**config.mk**
```make
export PLATFORM = sky130hd
export DESIGN_NAME = ninja_round_ctrl
export DESIGN_NICKNAME = d
export VERILOG_FILES = /design/src/rtl/ninja_round_ctrl_pkg.sv /design/src/rtl/ninja_round_ctrl_lfsr8.sv /design/src/rtl/ninja_round_ctrl.sv
export SDC_FILE = /design/constraint.sdc
export NUM_CORES = 1
export LEC_CHECK = 0
export CAP_MARGIN = 20
export CORE_ASPECT_RATIO = 0.7
export CORE_UTILIZATION = 40
export CTS_CLUSTER_SIZE = 10
export DETAILED_ROUTE_END_ITERATION = 8
export MAX_ROUTING_LAYER = met4
export PLACE_DENSITY = 0.65
export SETUP_SLACK_MARGIN = 0.5
export SLEW_MARGIN = 20
export SYNTH_ARGS = -nofsm -noshare
export SYNTH_HDL_FRONTEND = slang
export SYNTH_SLANG_ARGS = --single-unit
```
**constraint.sdc**
```tcl
create_clock -name clk -period 2.8 [get_ports clk]
set_input_delay 0.56 -clock clk [delete_from_list [all_inputs] [get_ports clk]]
set_output_delay 0.56 -clock clk [all_outputs]
set_load 0.03 [all_outputs]
```
**src/rtl/ninja_round_ctrl_pkg.sv**
```systemverilog
// Shared types and defaults for the ninja reaction game controller.
// ROUND_SPEEDUP_EN (see ninja_round_ctrl) shrinks the window per level, floored at MIN_WINDOW.
package ninja_round_ctrl_pkg;

    localparam int WINDOW_TICKS_DEF = 40;
    localparam int SHOW_TICKS_DEF   = 10;
    localparam int MIN_WINDOW       = 16;

    localparam logic [7:0] LFSR_SEED = 8'hA5;

    localparam logic [1:0] ACT_0 = 2'd0;
    localparam logic [1:0] ACT_1 = 2'd1;
    localparam logic [1:0] ACT_2 = 2'd2;
    localparam logic [1:0] ACT_3 = 2'd3;

    typedef enum logic [2:0] {
        ST_IDLE   = 3'd0,
        ST_SHOW   = 3'd1,
        ST_WAIT   = 3'd2,
        ST_RESULT = 3'd3,
        ST_OVER   = 3'd4
    } state_e;

endpackage

```
**src/rtl/ninja_round_ctrl_lfsr8.sv**
```systemverilog
// 8-bit Fibonacci LFSR, x^8+x^6+x^5+x^4+1, free-running every clock.
module lfsr8
    import ninja_round_ctrl_pkg::*;
(
    input  logic       clk,
    input  logic       rst,
    output logic [7:0] q
);

    logic [7:0] lfsr_q;
    logic [7:0] lfsr_d;

    always_comb begin
        lfsr_d = {lfsr_q[6:0], lfsr_q[7] ^ lfsr_q[5] ^ lfsr_q[4] ^ lfsr_q[3]};
    end

    always_ff @(posedge clk or posedge rst) begin
        if (rst) begin
            lfsr_q <= LFSR_SEED;
        end else begin
            lfsr_q <= lfsr_d;
        end
    end

    assign q = lfsr_q;

endmodule

```
**src/rtl/ninja_round_ctrl.sv**
```systemverilog
// Round/level/score controller for the ninja reaction game.
// Define ROUND_SPEEDUP_EN to shorten the response window by 8 ticks per level.
module ninja_round_ctrl
    import ninja_round_ctrl_pkg::*;
#(
    parameter int WINDOW_TICKS     = WINDOW_TICKS_DEF,
    parameter int SHOW_TICKS       = SHOW_TICKS_DEF,
    parameter int ROUNDS_PER_LEVEL = 8,
    parameter int MAX_WRONG        = 5
) (
    input  logic       clk,
    input  logic       rst,
    input  logic       tick,
    input  logic       start,
    input  logic [3:0] btn,
    output logic [3:0] action,
    output logic [7:0] count,
    output logic [2:0] level,
    output logic [7:0] wrong_time,
    output logic [7:0] score,
    output logic       hit,
    output logic       miss,
    output logic       window_open,
    output logic       game_over,
    output state_e     state_dbg
);

    logic [7:0] lfsr_q;
    logic       lfsr_unused;

    lfsr8 u_lfsr (
        .clk (clk),
        .rst (rst),
        .q   (lfsr_q)
    );

    assign lfsr_unused = ^lfsr_q[7:2];

    state_e     state_q, state_d;
    logic [3:0] action_q, action_d;
    logic [7:0] count_q, count_d;
    logic [7:0] show_cnt_q, show_cnt_d;
    logic [7:0] round_q, round_d;
    logic [2:0] level_q, level_d;
    logic [7:0] wrong_q, wrong_d;
    logic [7:0] score_q, score_d;
    logic       hit_q, hit_d;
    logic       miss_q, miss_d;
    logic       open_q, open_d;
    logic       over_q, over_d;

    logic [7:0] window;
    logic [1:0] btn_code;
    logic       btn_any;

`ifdef ROUND_SPEEDUP_EN
    int win_calc;
    always_comb begin
        win_calc = WINDOW_TICKS - 8 * (int'(level_q) - 1);
        if (win_calc < MIN_WINDOW) begin
            win_calc = MIN_WINDOW;
        end
        window = 8'(win_calc);
    end
`else
    assign window = 8'(WINDOW_TICKS);
`endif

    // Lowest button index has priority when several pulse together.
    always_comb begin
        btn_any  = |btn;
        btn_code = ACT_0;
        if (btn[0]) begin
            btn_code = ACT_3;
        end else if (btn[1]) begin
            btn_code = ACT_2;
        end else if (btn[2]) begin
            btn_code = ACT_1;
        end
    end

    always_comb begin
        state_d    = state_q;
        action_d   = action_q;
        count_d    = count_q;
        show_cnt_d = show_cnt_q;
        round_d    = round_q;
        level_d    = level_q;
        wrong_d    = wrong_q;
        score_d    = score_q;
        hit_d      = 1'b0;
        miss_d     = 1'b0;

        case (state_q)
            ST_IDLE, ST_OVER: begin
                if (start) begin
                    state_d    = ST_SHOW;
                    level_d    = 3'd1;
                    round_d    = 8'd0;
                    score_d    = 8'd0;
                    wrong_d    = 8'd0;
                    count_d    = 8'd0;
                    show_cnt_d = 8'd0;
                    action_d   = {2'b00, lfsr_q[1:0]};
                end
            end
            ST_SHOW: begin
                if (tick) begin
                    if (show_cnt_q == 8'(SHOW_TICKS - 1)) begin
                        state_d    = ST_WAIT;
                        show_cnt_d = 8'd0;
                        count_d    = 8'd0;
                    end else begin
                        show_cnt_d = show_cnt_q + 8'd1;
                    end
                end
            end
            ST_WAIT: begin
                // A press on the timeout tick is judged; the tick is then moot.
                if (btn_any) begin
                    state_d = ST_RESULT;
                    if (btn_code == action_q[1:0]) begin
                        hit_d = 1'b1;
                        if (score_q != 8'hFF) score_d = score_q + 8'd1;
                    end else begin
                        miss_d = 1'b1;
                        if (wrong_q != 8'hFF) wrong_d = wrong_q + 8'd1;
                    end
                end else if (tick) begin
                    if (count_q == window - 8'd1) begin
                        state_d = ST_RESULT;
                        miss_d  = 1'b1;
                        if (wrong_q != 8'hFF) wrong_d = wrong_q + 8'd1;
                    end else begin
                        count_d = count_q + 8'd1;
                    end
                end
            end
            ST_RESULT: begin
                if (tick) begin
                    if (wrong_q >= 8'(MAX_WRONG)) begin
                        state_d = ST_OVER;
                    end else begin
                        state_d  = ST_SHOW;
                        count_d  = 8'd0;
                        action_d = {2'b00, lfsr_q[1:0]};
                        if (round_q == 8'(ROUNDS_PER_LEVEL - 1)) begin
                            round_d = 8'd0;
                            if (level_q != 3'd7) level_d = level_q + 3'd1;
                        end else begin
                            round_d = round_q + 8'd1;
                        end
                    end
                end
            end
            default: begin
                state_d = ST_IDLE;
            end
        endcase

        open_d = (state_d == ST_WAIT);
        over_d = (state_d == ST_OVER);
    end

    always_ff @(posedge clk or posedge rst) begin
        if (rst) begin
            state_q    <= ST_IDLE;
            action_q   <= 4'd0;
            count_q    <= 8'd0;
            show_cnt_q <= 8'd0;
            round_q    <= 8'd0;
            level_q    <= 3'd0;
            wrong_q    <= 8'd0;
            score_q    <= 8'd0;
            hit_q      <= 1'b0;
            miss_q     <= 1'b0;
            open_q     <= 1'b0;
            over_q     <= 1'b0;
        end else begin
            state_q    <= state_d;
            action_q   <= action_d;
            count_q    <= count_d;
            show_cnt_q <= show_cnt_d;
            round_q    <= round_d;
            level_q    <= level_d;
            wrong_q    <= wrong_d;
            score_q    <= score_d;
            hit_q      <= hit_d;
            miss_q     <= miss_d;
            open_q     <= open_d;
            over_q     <= over_d;
        end
    end

    assign action      = action_q;
    assign count       = count_q;
    assign level       = level_q;
    assign wrong_time  = wrong_q;
    assign score       = score_q;
    assign hit         = hit_q;
    assign miss        = miss_q;
    assign window_open = open_q;
    assign game_over   = over_q;
    assign state_dbg   = state_q;

endmodule

```
==> results of run 1 <==
==> layer usage <==
metal	global-route usage, %	wire, um
met3	5.71	411
met5	-	0
met1	28.4	3910
met2	29.9	3720
met4	6.32	104
==> cells in the final DEF, fill, tap and decap left out, types with 3 or more instances in the layout <==
cell type and instances:
o31ai_1 8, nand2b_1 3, clkbuf_16 9, nand4_1 5
or4b_4 3, dlygate4sd2_1 3, o21ai_0 23, o22ai_1 4
inv_2 3, nor2_1 20, clkdlybuf4s50_1 39, or2_2 6
o41ai_1 4, a31oi_1 8, a21o_1 5, xnor2_1 4
clkbuf_1 4, mux2_2 3, buf_4 19, nand2_1 40
nand3_1 18, dfrtp_1 52, nor3b_1 4, nor2b_1 3
xor2_1 4, dfstp_2 4, inv_1 8, a21oi_1 3
dfrtp_2 4, mux2i_1 4, a41o_1 3, and3_1 5
ha_1 9
==> worst paths after layout <==
check | end | slack [ns] | depth (start not counted)
max | count[5] | 0.56 | 8
min | u_lfsr.q[7] | 0.36 | 0
max reg2reg | count[5] | 0.56 | 8
min reg2reg | u_lfsr.q[7] | 0.36 | 0
max in group asynchronous | u_lfsr.q[0] | 1.89 | 3
min in group asynchronous | u_lfsr.q[6] | 0.61 | 3
==> kinds of logic after synthesis <==
kind of cell | after synthesis
multiplexers | 7
flip-flops | 60
XOR/XNOR | 8
AO/OA/AOI/OAI | 88
adder cells (fa/ha/maj) | 10
other | 1
buffers and inverters | 24
AND/OR/NAND/NOR | 136
==> final cells by class <==
type                            count  area [um^2]  share of cell area (%)
Tap cell                          101          126                    2.89
Sequential cell                    60         1510                    34.6
Clock inverter                      1         30.0                   0.687
Timing Repair Buffer               65          614                    14.1
Multi-Input combinational cell    251         1780                    40.7
Inverter                           11         41.3                   0.945
Clock buffer                       15          268                    6.13
==> metrics by stage <==
stage	cell area, um^2	total power [mW]	hold WS [ns]	instances	util, %
finish	4370	3.48	0.355	504	55.3
global route	4370	3.67	0.360	504	55.3
CTS	4260	3.38	0.359	499	53.8
detailed placement	3910	2.22	0.345	482	49.5
global placement	3910	2.19	0.339	482	49.5
floorplan	3280	1.85	0.333	335	-
==> where the power goes <==
part	total (mW)	internal [mW]	leakage (nW)	switching, mW
clock network	1.11	0.738	0.144	0.375
registers	1.21	1.01	0.800	0.205
logic	1.15	0.531	0.987	0.619
==> worst max-delay path, delay by kind of cell, from the launching register on <==
kind	cells	cell delay (ns)
fa+ha+maj	1	0.12
compound gates	2	0.27
simple gates	3	1.13
flops	1	0.39
buf+inv	2	0.23
==> flip-flops by register name (all words and copies together) (netlist names), 2 cells and up <==
signal and cells:
count 8, round_q 8, score 8, show_cnt_q 8
u_lfsr.q 8, wrong_time 8, level 3, state_dbg 3
action 2
==> timing repair <==
item | CTS | global route
hold buffers | 0 | 0
pin swaps | 4 | 7
endpoints found under the setup margin | 22 | 32
buffers inserted | 1 | 5
resized for setup | 13 | 19
==> out/results.md, run 1 <==
| Step | Parameter | This run |
|:---|:---|:---|
| critical path | Startpoint type of the worst setup path | flip-flop |
| global routing | Global-route wire length before repair | 13.1 mm |
| timing | Total Negative Setup Slacks | 0 ns |
| yosys | Simple-gate portion of the synthesized area | 23.1% |
| cells and area | Fraction of final layout cells sized beyond drive strength 1 | 20.6% |
| die | Initial core utilization | 41.5% |
| timing | Worst slew margin | 62.5% |
| critical path | Critical Setup Path Class | reg -> reg |
| critical path | Crit path arrival time | 2.46 ns |
| die | Horizontal die dimension | 110 um |
| cts | Clock slew at reported path FFs | 0.05 ns |
| critical path | Critical path capture point type | flip-flop |
| placement | Number of buffers added on ports | 43 |
| yosys | Post-synthesis register bit count | 60 |
| die | I/O Pins | 46 |
| worst hold path | Hold wc startpoint | u_lfsr.q[6] |
| cts | Clock insertion delay at the later pin of the skew report | 0.33 ns |
| detailed routing | Routed wire length | 8.14 mm |
| run status | Status | finished, final reports clean |
| detailed routing | Avg WL per Cell | 16.2 um |
| timing | Setup Skew | 0.00617 ns |
| cells and area | Relative area change from synthesis to final layout | 33.3% |
| power | Maximum vdd drop | 520 uV |
| cts | H-tree depth | 3 |
| power | PwrDens | 796 nW/um^2 |
| yosys | Most numerous cell in the Yosys netlist | dfrtp_1 |
| yosys | Parity-gate share of the synthesized area counting xor and xnor cells | 2.14% |
| die | Core box area | 7910 um^2 |
| run | Max Cap Violations | 0 |
| power | Leakage power | 1.93 nW |
| global routing | Initial antenna violation count | 0 |
| detailed routing | Count of TritonRoute iterations in the first routing pass | 5 |
| cts | Maximum buffer depth of the clock tree | 2 |
| die | Row Count | 27 |
| worst hold path | Hold/Removal Path Class | reg -> reg |
| critical path | Startpoint of the worst setup timing path | show_cnt_q[1] |
| timing | Post-route minimum period | 2.24 ns |
| critical path | Worst-path cell with the longest stage delay | or4b_4 |
| global routing | Total grt overflow | 0 |
| critical path | Max incr delay on CP | 0.49 ns |
| yosys | Synthesized-area fraction occupied by adder cells | 3.82% |
| yosys | Dominant cells by area after synthesis | dfrtp_1 43%, nand2_1 4.6%, ha_1 3.8% |
| yosys | Mean post-synth cell area | 9.81 um^2 |
| global routing | Global router's overall resource usage | 20.8% |
| critical path | Critical path required time | 3.02 ns |
| placement | Worst slack at placement | 0.0563 ns |
| cts | Clock tree from TritonCTS | done |
| timing | Final clock period utilization by the worst path | 80.0% |
| detailed routing | Number of DRC markers in iteration 0 | 127 |
| cells and area | Total number of nets in the final design | 416 |
| yosys | Number of enable flip-flop cells after synthesis | 0 |
| timing | Unrepaired setup endpoints after global routing | true |
| critical path | Launch point of the worst reg-to-reg path | show_cnt_q[1] |
| cells and area | Antenna diode count | 0 |
| critical path | Max FO, Critical Path | 7 |
| global routing | Vias in the first global route | 2634 |
| detailed routing | Number of nets with antenna violations after routing | 0 |
| yosys | Sequential area share after synthesis | 46.0% |
| placement | DPL Wire Length | 5.47 mm |
| placement | Global placer's final weighted congestion | 0.876 |
| timing | Worst path setup slack after routing | 0.559 ns |
| yosys | Post-synthesis async set-or-reset flop share | 100% |
| die | Vertical extent of the die | 77.7 um |
| yosys | Most common library cells after synthesis | 56 x dfrtp_1, 40 x nand2_1, 24 x o21ai_0, 20 x nor2_1, 18 x nand3_1 |
| yosys | Yosys top cell by area | dfrtp_1 |
| timing | Final hold violation count | 0 |
| yosys | Area fraction in compound gates after synthesis | 19.6% |
| cts | Num CTS Buffers | 9 |
| yosys | Number of library cell types mapped by synthesis | 68 |
| die | Die area | 8560 um^2 |
| yosys | Combinational family with the most area after synthesis | simple AND/OR/NAND/NOR gates |
| yosys | Area of the mapped netlist | 3280 um^2 |
| cts | Sinks on the clock net | 60 |
| yosys | Most frequently used flop master after synthesis | dfrtp_1 |
| detailed routing | DRC violations left | 0 |
| cells and area | Layout filler cell count | 736 |
| timing | Achievable clock frequency | 446 MHz |
| yosys | Syn Inst Count | 334 |
| timing | Number of failing setup endpoints in the final timing report | 0 |
| yosys | Mux cell area share after synthesis | 2.25% |
| timing | Number of slew-limit violations in the final report | 0 |
| detailed routing | Via density per instance | 5.71 |
| global routing | Largest net degree at the start of global routing | 61 |
| critical path | Critical-path cell list | inv_2, ha_4, or4b_4, nor4_4, a221oi_2, or3_4, buf_6, a21o_1 |
| detailed routing | Vias | 2879 |
| cts | Clock Tree Root | clkbuf_16 |
| yosys | Area share of the leading cell type in the synthesized netlist | 42.8% |
| yosys | Yosys warning total | 0 |
| timing | Slew at the pin closest to its max-slew limit | 0.558 ns |
Note: power is estimated with default switching activity, not from simulation.
==> run 2, diff against run 1 <==
--- a/config.mk
+++ b/config.mk
@@ -11,7 +11,7 @@
 export CTS_CLUSTER_SIZE = 10
 export DETAILED_ROUTE_END_ITERATION = 8
 export MAX_ROUTING_LAYER = met4
-export PLACE_DENSITY = 0.65
+export PLACE_DENSITY = 0.67
 export SETUP_SLACK_MARGIN = 0.5
 export SLEW_MARGIN = 20
 export SYNTH_ARGS = -nofsm -noshare
==> constraint.sdc (replaced) <==
create_clock -name clk -period 1.8 [get_ports clk]
set_input_delay 0.36 -clock clk [delete_from_list [all_inputs] [get_ports clk]]
set_output_delay 0.36 -clock clk [all_outputs]
set_load 0.03 [all_outputs]
==> run 2 against run 1 <==
The flow now finishes with violations (setup timing). Via count grew 24%. Worst setup slack lost 1.1 ns. Fmax shrank 2.2%. Non-clock buffer count grew 104. Wire length grew 42%. Sequential share of layout area shrank 8.4 points. Clock skew is essentially flat. Total power grew 96%. Final area grew 34%. Clock-buffer cell count shrank 5.
==> out/results.md, run 2 (synthesized netlist as in run 1, its figures left out) <==
| Step | Parameter | This run | Change |
|:---|:---|:---|:---|
| run status | Status | finished, violations left |  |
| run status | Violations in the final reports | setup timing |  |
| detailed routing | Number of nets with antenna violations after routing | 0 | unchanged |
| detailed routing | DRC violations left | 0 | unchanged |
| cts | Maximum buffer depth of the clock tree | 2 | unchanged |
| power | Proportion of total power due to net switching | 35.5% | +0.96 points |
| cells and area | Relative area change from synthesis to final layout | 78.3% |  |
| detailed routing | Avg WL per Cell | 19.0 um | +18% |
| timing | Final hold slack | 0.356 ns | +0.00115 ns |
| die | Row Count | 27 | unchanged |
| timing | Unrepaired setup endpoints after global routing | true |  |
| cells and area | Final core utilization | 73.9% | +19 points |
| global routing | Vias in the first global route | 3382 | +28% |
| placement | Global placer's final weighted congestion | 0.845 | -3.5% |
| run | Max Cap Violations | 0 | unchanged |
| cts | Clock Tree Root | clkbuf_16 |  |
| timing | Post-route minimum period | 2.29 ns | +0.0514 ns |
| die | Die area | 8560 um^2 | unchanged |
| die | Horizontal die dimension | 110 um | unchanged |
| critical path | Critical path capture point type | flip-flop |  |
| global routing | Largest net degree at the start of global routing | 61 | unchanged |
| timing | Final hold violation count | 0 | unchanged |
| cts | Sinks on the clock net | 60 | unchanged |
| global routing | Global-route wire length before repair | 16.3 mm | +24% |
| detailed routing | Count of TritonRoute iterations in the first routing pass | 4 | -1 |
| die | I/O Pins | 46 | unchanged |
| cts | H-tree depth | 3 | unchanged |
| critical path | Critical path required time | 2.06 ns | -0.96 ns |
| power | Switching component of the power | 2.42 mW | +100% |
| cts | Clock insertion delay at the later pin of the skew report | 0.33 ns | about the same |
| placement | Number of buffers added on ports | 43 | unchanged |
| detailed routing | Number of DRC markers in iteration 0 | 245 | +93% |
| cells and area | Fraction of final layout cells sized beyond drive strength 1 | 57.8% | +37 points |
| cts | Clock tree from TritonCTS | done |  |
| timing | Number of failing setup endpoints in the final timing report | 49 | +49 |
| timing | Achievable clock frequency | 436 MHz | -2.2% |
| detailed routing | Via density per instance | 5.88 | +2.9% |
| power | Maximum vdd drop | 713 uV | +37% |
| global routing | Initial antenna violation count | 0 | unchanged |
| power | Clock group share of total power | 27.1% | -4.9 points |
| power | Leakage power | 2.63 nW | +36% |
| cells and area | Most used cells in the layout excluding fill and tap cells | 76 x buf_4, 75 x buf_6, 38 x dfrtp_1 |  |
| timing | Setup Skew | 0.00616 ns | -0.0000172 ns |
| placement | Worst slack at placement | -0.686 ns | -0.742 ns |
| cells and area | Total number of nets in the final design | 520 | +25% |
| global routing | Total grt overflow | 0 | unchanged |
| detailed routing | Routed wire length | 11.6 mm | +42% |
| timing | Worst path setup slack after routing | -0.492 ns | -1.05 ns |
| die | Core box area | 7910 um^2 | unchanged |
| timing | Final clock period utilization by the worst path | 127% | +47 points |
| power | Power share of the combinational group | 47.0% | +14 points |
| power | Sequential share of power | 25.9% | -9.0 points |
| power | Cell internal pwr | 4.40 mW | +93% |
| timing | Number of slew-limit violations in the final report | 0 | unchanged |
| placement | DPL Wire Length | 6.31 mm | +15% |
| cells and area | Antenna diode count | 0 | unchanged |
| cts | Num CTS Buffers | 9 | unchanged |
| critical path | Startpoint type of the worst setup path | flip-flop |  |
| die | Vertical extent of the die | 77.7 um | unchanged |
| detailed routing | Vias | 3573 | +24% |
| critical path | Critical Setup Path Class | reg -> reg |  |
| global routing | Global router's overall resource usage | 25.6% | +4.8 points |
| power | PwrDens | 1170 nW/um^2 | +47% |
| cts | Hold buffer count at cts | 0 | unchanged |
| critical path | Crit path arrival time | 2.55 ns | +0.09 ns |
| worst hold path | Hold/Removal Path Class | reg -> reg |  |
| cts | Clock slew at reported path FFs | 0.06 ns | about the same |
| die | Initial core utilization | 41.5% | unchanged |
| cells and area | Most common cell after layout, fill and taps aside | buf_4 |  |
| critical path | Max FO, Critical Path | 2 | -5 |
## run 2: cell types whose count changed in the layout (fill, tap and decap cells not counted), moves of 6 or more
cell             previous run  this run
buf_2                       0         6
clkdlybuf4s50_1            39         2
o21ai_1                     2         9
dfrtp_1                    52        38
buf_6                       2        75
o21ai_0                    23         6
o21ai_2                     1         9
dfrtp_2                     4        18
buf_4                      19        76
## run 2: repair_timing
item	4_1_cts	5_1_grt
buffers inserted	14	24
gates cloned	1	0
setup endpoints to repair	88	82
pin swaps	48	23
resized for setup	342	67
endpoints found under the hold margin	0	0
## run 2: critical path, stage by stage, from the launching register on
cell and delay [ns]:
dfrtp_1 0.38, inv_2 0.08, ha_4 0.11, or4b_4 0.49
nor4_4 0.27, buf_4 0.18, or3b_4 0.38, a21oi_4 0.15
nor2b_4 0.17
## run 2: final cells by class
type / instances / area (um^2)
clock buffers: 10 / 229
fillers: 508 / 2060
flip-flops and latches: 60 / 1530
inverters: 11 / 50.0
multi-input cells: 251 / 2230
repair buffers: 169 / 1590
well taps: 101 / 126
clock inverters: 6 / 88.8
## run 2: power by group through the flow
stage                     clock (mW)  sequential [mW]  combinational [mW]
final                           1.85             1.77                3.20
after global placement             0             1.75                2.24
after detailed placement           0             1.77                2.30
after global routing            1.92             1.79                3.41
after floorplan                    0             2.01               0.996
after CTS                       1.86             1.76                2.79
## run 2: worst paths after layout
check	from	to	slack (ns)	depth (start not counted)
hold reg to reg	u_lfsr.q[6]	u_lfsr.q[7]	0.36	0
setup reg to reg	show_cnt_q[1]	window_open	-0.49	8
setup / recovery	show_cnt_q[1]	window_open	-0.49	8
min in group asynchronous	rst	round_q[0]	0.46	3
hold / removal	u_lfsr.q[6]	u_lfsr.q[7]	0.36	0
max in group asynchronous	rst	u_lfsr.q[7]	1.04	3
## run 2: through the flow
| stage | cells | power (mW) | area (um^2) | setup TNS, ns |
|---|---|---|---|---|
| floorplan | 335 | 3.01 | 3410 | -5.63 |
| CTS | 584 | 6.41 | 5360 | -9.83 |
| global placement | 553 | 3.99 | 4560 | -21.97 |
| detailed placement | 553 | 4.07 | 4560 | -22.79 |
| global route | 608 | 7.13 | 5840 | -13.69 |
| finish | 608 | 6.82 | 5840 | -11.37 |
## run 2: per-layer routing
layer | GRT usage [%] | part of all wire [%] | wire length, um | vias up
li1 | - | - | - | 1590
met1 | 32.9 | 42 | 4870 | 1807
met2 | 39.9 | 49 | 5670 | 134
met3 | 5.21 | 5.3 | 613 | 42
met4 | 9.74 | 3.7 | 427 | 0
met5 | - | 0 | 0 | -
==> run 3, diff against run 2 <==
--- a/config.mk
+++ b/config.mk
@@ -8,7 +8,7 @@
 export CAP_MARGIN = 20
 export CORE_ASPECT_RATIO = 0.7
 export CORE_UTILIZATION = 40
-export CTS_CLUSTER_SIZE = 10
+export CTS_CLUSTER_SIZE = 16
 export DETAILED_ROUTE_END_ITERATION = 8
 export MAX_ROUTING_LAYER = met4
 export PLACE_DENSITY = 0.67
@@ -16,4 +16,5 @@
 export SLEW_MARGIN = 20
 export SYNTH_ARGS = -nofsm -noshare
 export SYNTH_HDL_FRONTEND = slang
+export SYNTH_HIERARCHICAL = 1
 export SYNTH_SLANG_ARGS = --single-unit
==> run 3 against run 2 <==
The run still ends with setup timing left. Wire length fell by 10%. Clock power shrank 11%. Critical path depth decreased by 1. First-iteration DRC count shrank 40%. Register-to-register slack gained 0.16 ns. Utilization increased by 1.5 points. Via count is 8.1% lower. Sequential cell count did not move. Synthesized cell count fell by 2.1%. Worst hold slack worse by 0.015 ns. Clock-buffer cell count rose by 1. Critical endpoint is now wrong_time[1]. Highest routed layer unchanged.
==> out/results.md, run 3 <==
| Step | Parameter | This run | Change |
|:---|:---|:---|:---|
| global routing | Largest net degree at the start of global routing | 53 | -13% |
| run status | Status | finished, violations left |  |
| global routing | Vias in the first global route | 3059 | -9.6% |
| cts | Clock insertion delay at the later pin of the skew report | 0.34 ns | about the same |
| die | Vertical extent of the die | 77.0 um | -0.97% |
| power | Cell internal pwr | 3.53 mW | -20% |
| run | Max Cap Violations | 0 | unchanged |
| cts | Maximum buffer depth of the clock tree | 2 | unchanged |
| cells and area | Antenna diode count | 0 | unchanged |
| timing | Number of slew-limit violations in the final report | 0 | unchanged |
| global routing | Initial antenna violation count | 0 | unchanged |
| placement | Number of buffers added on ports | 43 | unchanged |
| power | Sequential share of power | 29.7% | +3.8 points |
| critical path | Capture point of the worst reg-to-reg path | wrong_time[1] |  |
| cells and area | Sequential cell area | 1530 um^2 | about the same |
| cells and area | Most common cell after layout, fill and taps aside | buf_4 |  |
| die | I/O Pins | 46 | unchanged |
| die | Core box area | 7550 um^2 | -4.5% |
| timing | Number of failing setup endpoints in the final timing report | 38 | -22% |
| cells and area | Fraction of final layout cells sized beyond drive strength 1 | 58.4% | +0.62 points |
| power | Leakage power | 2.54 nW | -3.5% |
| detailed routing | DRC violations left | 0 | unchanged |
| power | Switching component of the power | 1.76 mW | -27% |
| cts | Num CTS Buffers | 9 | unchanged |
| timing | Final hold violation count | 0 | unchanged |
| critical path | Worst Reg-to-Reg Cells | 7 | -1 |
| placement | Total placed cells including tap cells | 534 | -3.4% |
| cells and area | Layout filler cell count | 486 | -4.3% |
| timing | Setup Skew | 0.00551 ns | -0.000642 ns |
| critical path | Launch point of the worst reg-to-reg path | action[1] |  |
| power | Clock group share of total power | 31.2% | +4.1 points |
| power | Power share of the combinational group | 39.1% | -7.9 points |
| run status | Violations in the final reports | setup timing |  |
| critical path | Critical path required time | 2.05 ns | about the same |
| critical path | Startpoint type of the worst setup path | flip-flop |  |
| global routing | Total grt overflow | 0 | unchanged |
| placement | Global placer's final weighted congestion | 0.873 | +3.3% |
| worst hold path | Hold/Removal Path Class | in -> async |  |
| yosys | Mean post-synth cell area | 9.82 um^2 | +0.11% |
| detailed routing | Vias | 3282 | -8.1% |
| detailed routing | Number of nets with antenna violations after routing | 0 | unchanged |
| global routing | Global-route wire length before repair | 15.3 mm | -6.3% |
| cells and area | Most used cells in the layout excluding fill and tap cells | 84 x buf_4, 76 x buf_6, 37 x dfrtp_1 |  |
| global routing | Global router's overall resource usage | 25.2% | -0.40 points |
| power | PwrDens | 929 nW/um^2 | -20% |
| critical path | Critical Setup Path Class | reg -> reg |  |
| die | Die area | 8400 um^2 | -1.9% |
| cts | Clock tree from TritonCTS | done |  |
| detailed routing | Count of TritonRoute iterations in the first routing pass | 4 | unchanged |
| yosys | Yosys warning total | 6 | +6 |
| timing | Achievable clock frequency | 470 MHz | +7.7% |
| yosys | Syn Inst Count | 327 | -2.1% |
| detailed routing | Number of DRC markers in iteration 0 | 146 | -40% |
| detailed routing | Avg WL per Cell | 17.3 um | -9.4% |
| cts | Sinks on the clock net | 60 | unchanged |
| timing | Worst path setup slack after routing | -0.328 ns | +0.165 ns |
| timing | Final clock period utilization by the worst path | 118% | -9.2 points |
| cells and area | Total number of nets in the final design | 518 | -0.38% |
| cells and area | Relative area change from synthesis to final layout | 77.3% |  |
| timing | Unrepaired setup endpoints after global routing | true |  |
| power | Maximum vdd drop | 588 uV | -18% |
| cts | Clock slew at reported path FFs | 0.05 ns | about the same |
| cells and area | Final design area excluding fillers | 5690 um^2 | -2.5% |
| critical path | Max FO, Critical Path | 4 | +2 |
| die | Initial core utilization | 42.6% | +1.1 points |
| power | Proportion of total power due to net switching | 33.2% | -2.2 points |
| critical path | Worst reg-to-reg setup slack | -0.33 ns | +0.16 ns |
| timing | Final hold slack | 0.341 ns | -0.0149 ns |
| placement | DPL Wire Length | 6.09 mm | -3.5% |
| die | Horizontal die dimension | 109 um | -0.98% |
| cts | H-tree depth | 3 | unchanged |
| cells and area | Multi-input logic area | 2060 um^2 | -7.4% |
| cts | Hold buffer count at cts | 0 | unchanged |
| detailed routing | Routed wire length | 10.4 mm | -10% |
| die | Row Count | 26 | -3.7% |
| timing | Total Negative Setup Slacks | -8.60 ns | +2.77 ns |
| timing | Post-route minimum period | 2.13 ns | -0.165 ns |
| cts | Clock Tree Root | clkbuf_16 |  |
| cells and area | Count of placed standard cells in the final layout, fillers left out | 603 | -0.82% |
| critical path | Crit path arrival time | 2.38 ns | -0.17 ns |
| yosys | Area of the mapped netlist | 3210 um^2 | -2.0% |
| critical path | Critical path capture point type | flip-flop |  |
| detailed routing | Via density per instance | 5.44 | -7.4% |
| placement | Area post-placement | 4440 um^2 | -2.7% |
## run 3: how the worst max path moves through the flow
stage	start	to	slack [ns]	cells after the start
2_1_floorplan	action[1]	score[7]	-0.29	5
3_3_place_gp	btn[1]	wrong_time[5]	-0.67	7
3_5_place_dp	btn[2]	wrong_time[5]	-0.72	7
4_1_cts	count[1]	wrong_time[5]	-0.30	7
5_1_grt	wrong_time[1]	level[1]	-0.40	8
6_report	action[1]	wrong_time[1]	-0.33	7
## run 3: metal layers
metal,global-route usage [%],wire length [um],up-vias
met1,34.4,4720,1628
met5,-,0,-
met2,35.8,4970,95
met4,6.08,133,0
met3,8.42,586,18
li1,-,-,1541
## run 3: worst max-delay path, cell delays in order, from the launching register on
cell and delay, ns:
dfrtp_2 0.42, or4b_4 0.53, a211o_1 0.34, a31oi_4 0.28
buf_4 0.16, buf_6 0.08, nor2_1 0.05, mux2i_1 0.16
## run 3: power by group through the flow
stage,clock network [mW],registers [mW],logic (mW)
2_1_floorplan,0,1.68,0.733
3_3_place_gp,0,1.59,1.35
3_5_place_dp,0,1.60,1.37
4_1_cts,1.68,1.56,1.74
5_1_grt,1.73,1.58,2.23
6_report,1.65,1.57,2.07
## run 3: per-stage QoR
step	power [mW]	worst slack [ns]	utilization, %
after floorplan	2.41	-0.287	-
after global placement	2.93	-0.673	58.8
after detailed placement	2.97	-0.720	58.8
after CTS	4.98	-0.296	69.8
after global routing	5.54	-0.400	75.4
final	5.29	-0.328	75.4
## run 3: repair_timing
action	in CTS	in global routing
setup endpoints to repair	88	84
gates cloned	1	0
setup buffers	31	21
pin swaps	49	19
gates resized for setup	309	63
## run 3: area by class of cell
class                      count  area share, %
sequential                    60           26.9
clock inverter                 5          0.637
clock buffer                  11           4.44
tap                           98           2.15
inverter                      13          0.923
timing repair buffer         174           28.7
multi-input combinational    242           36.3
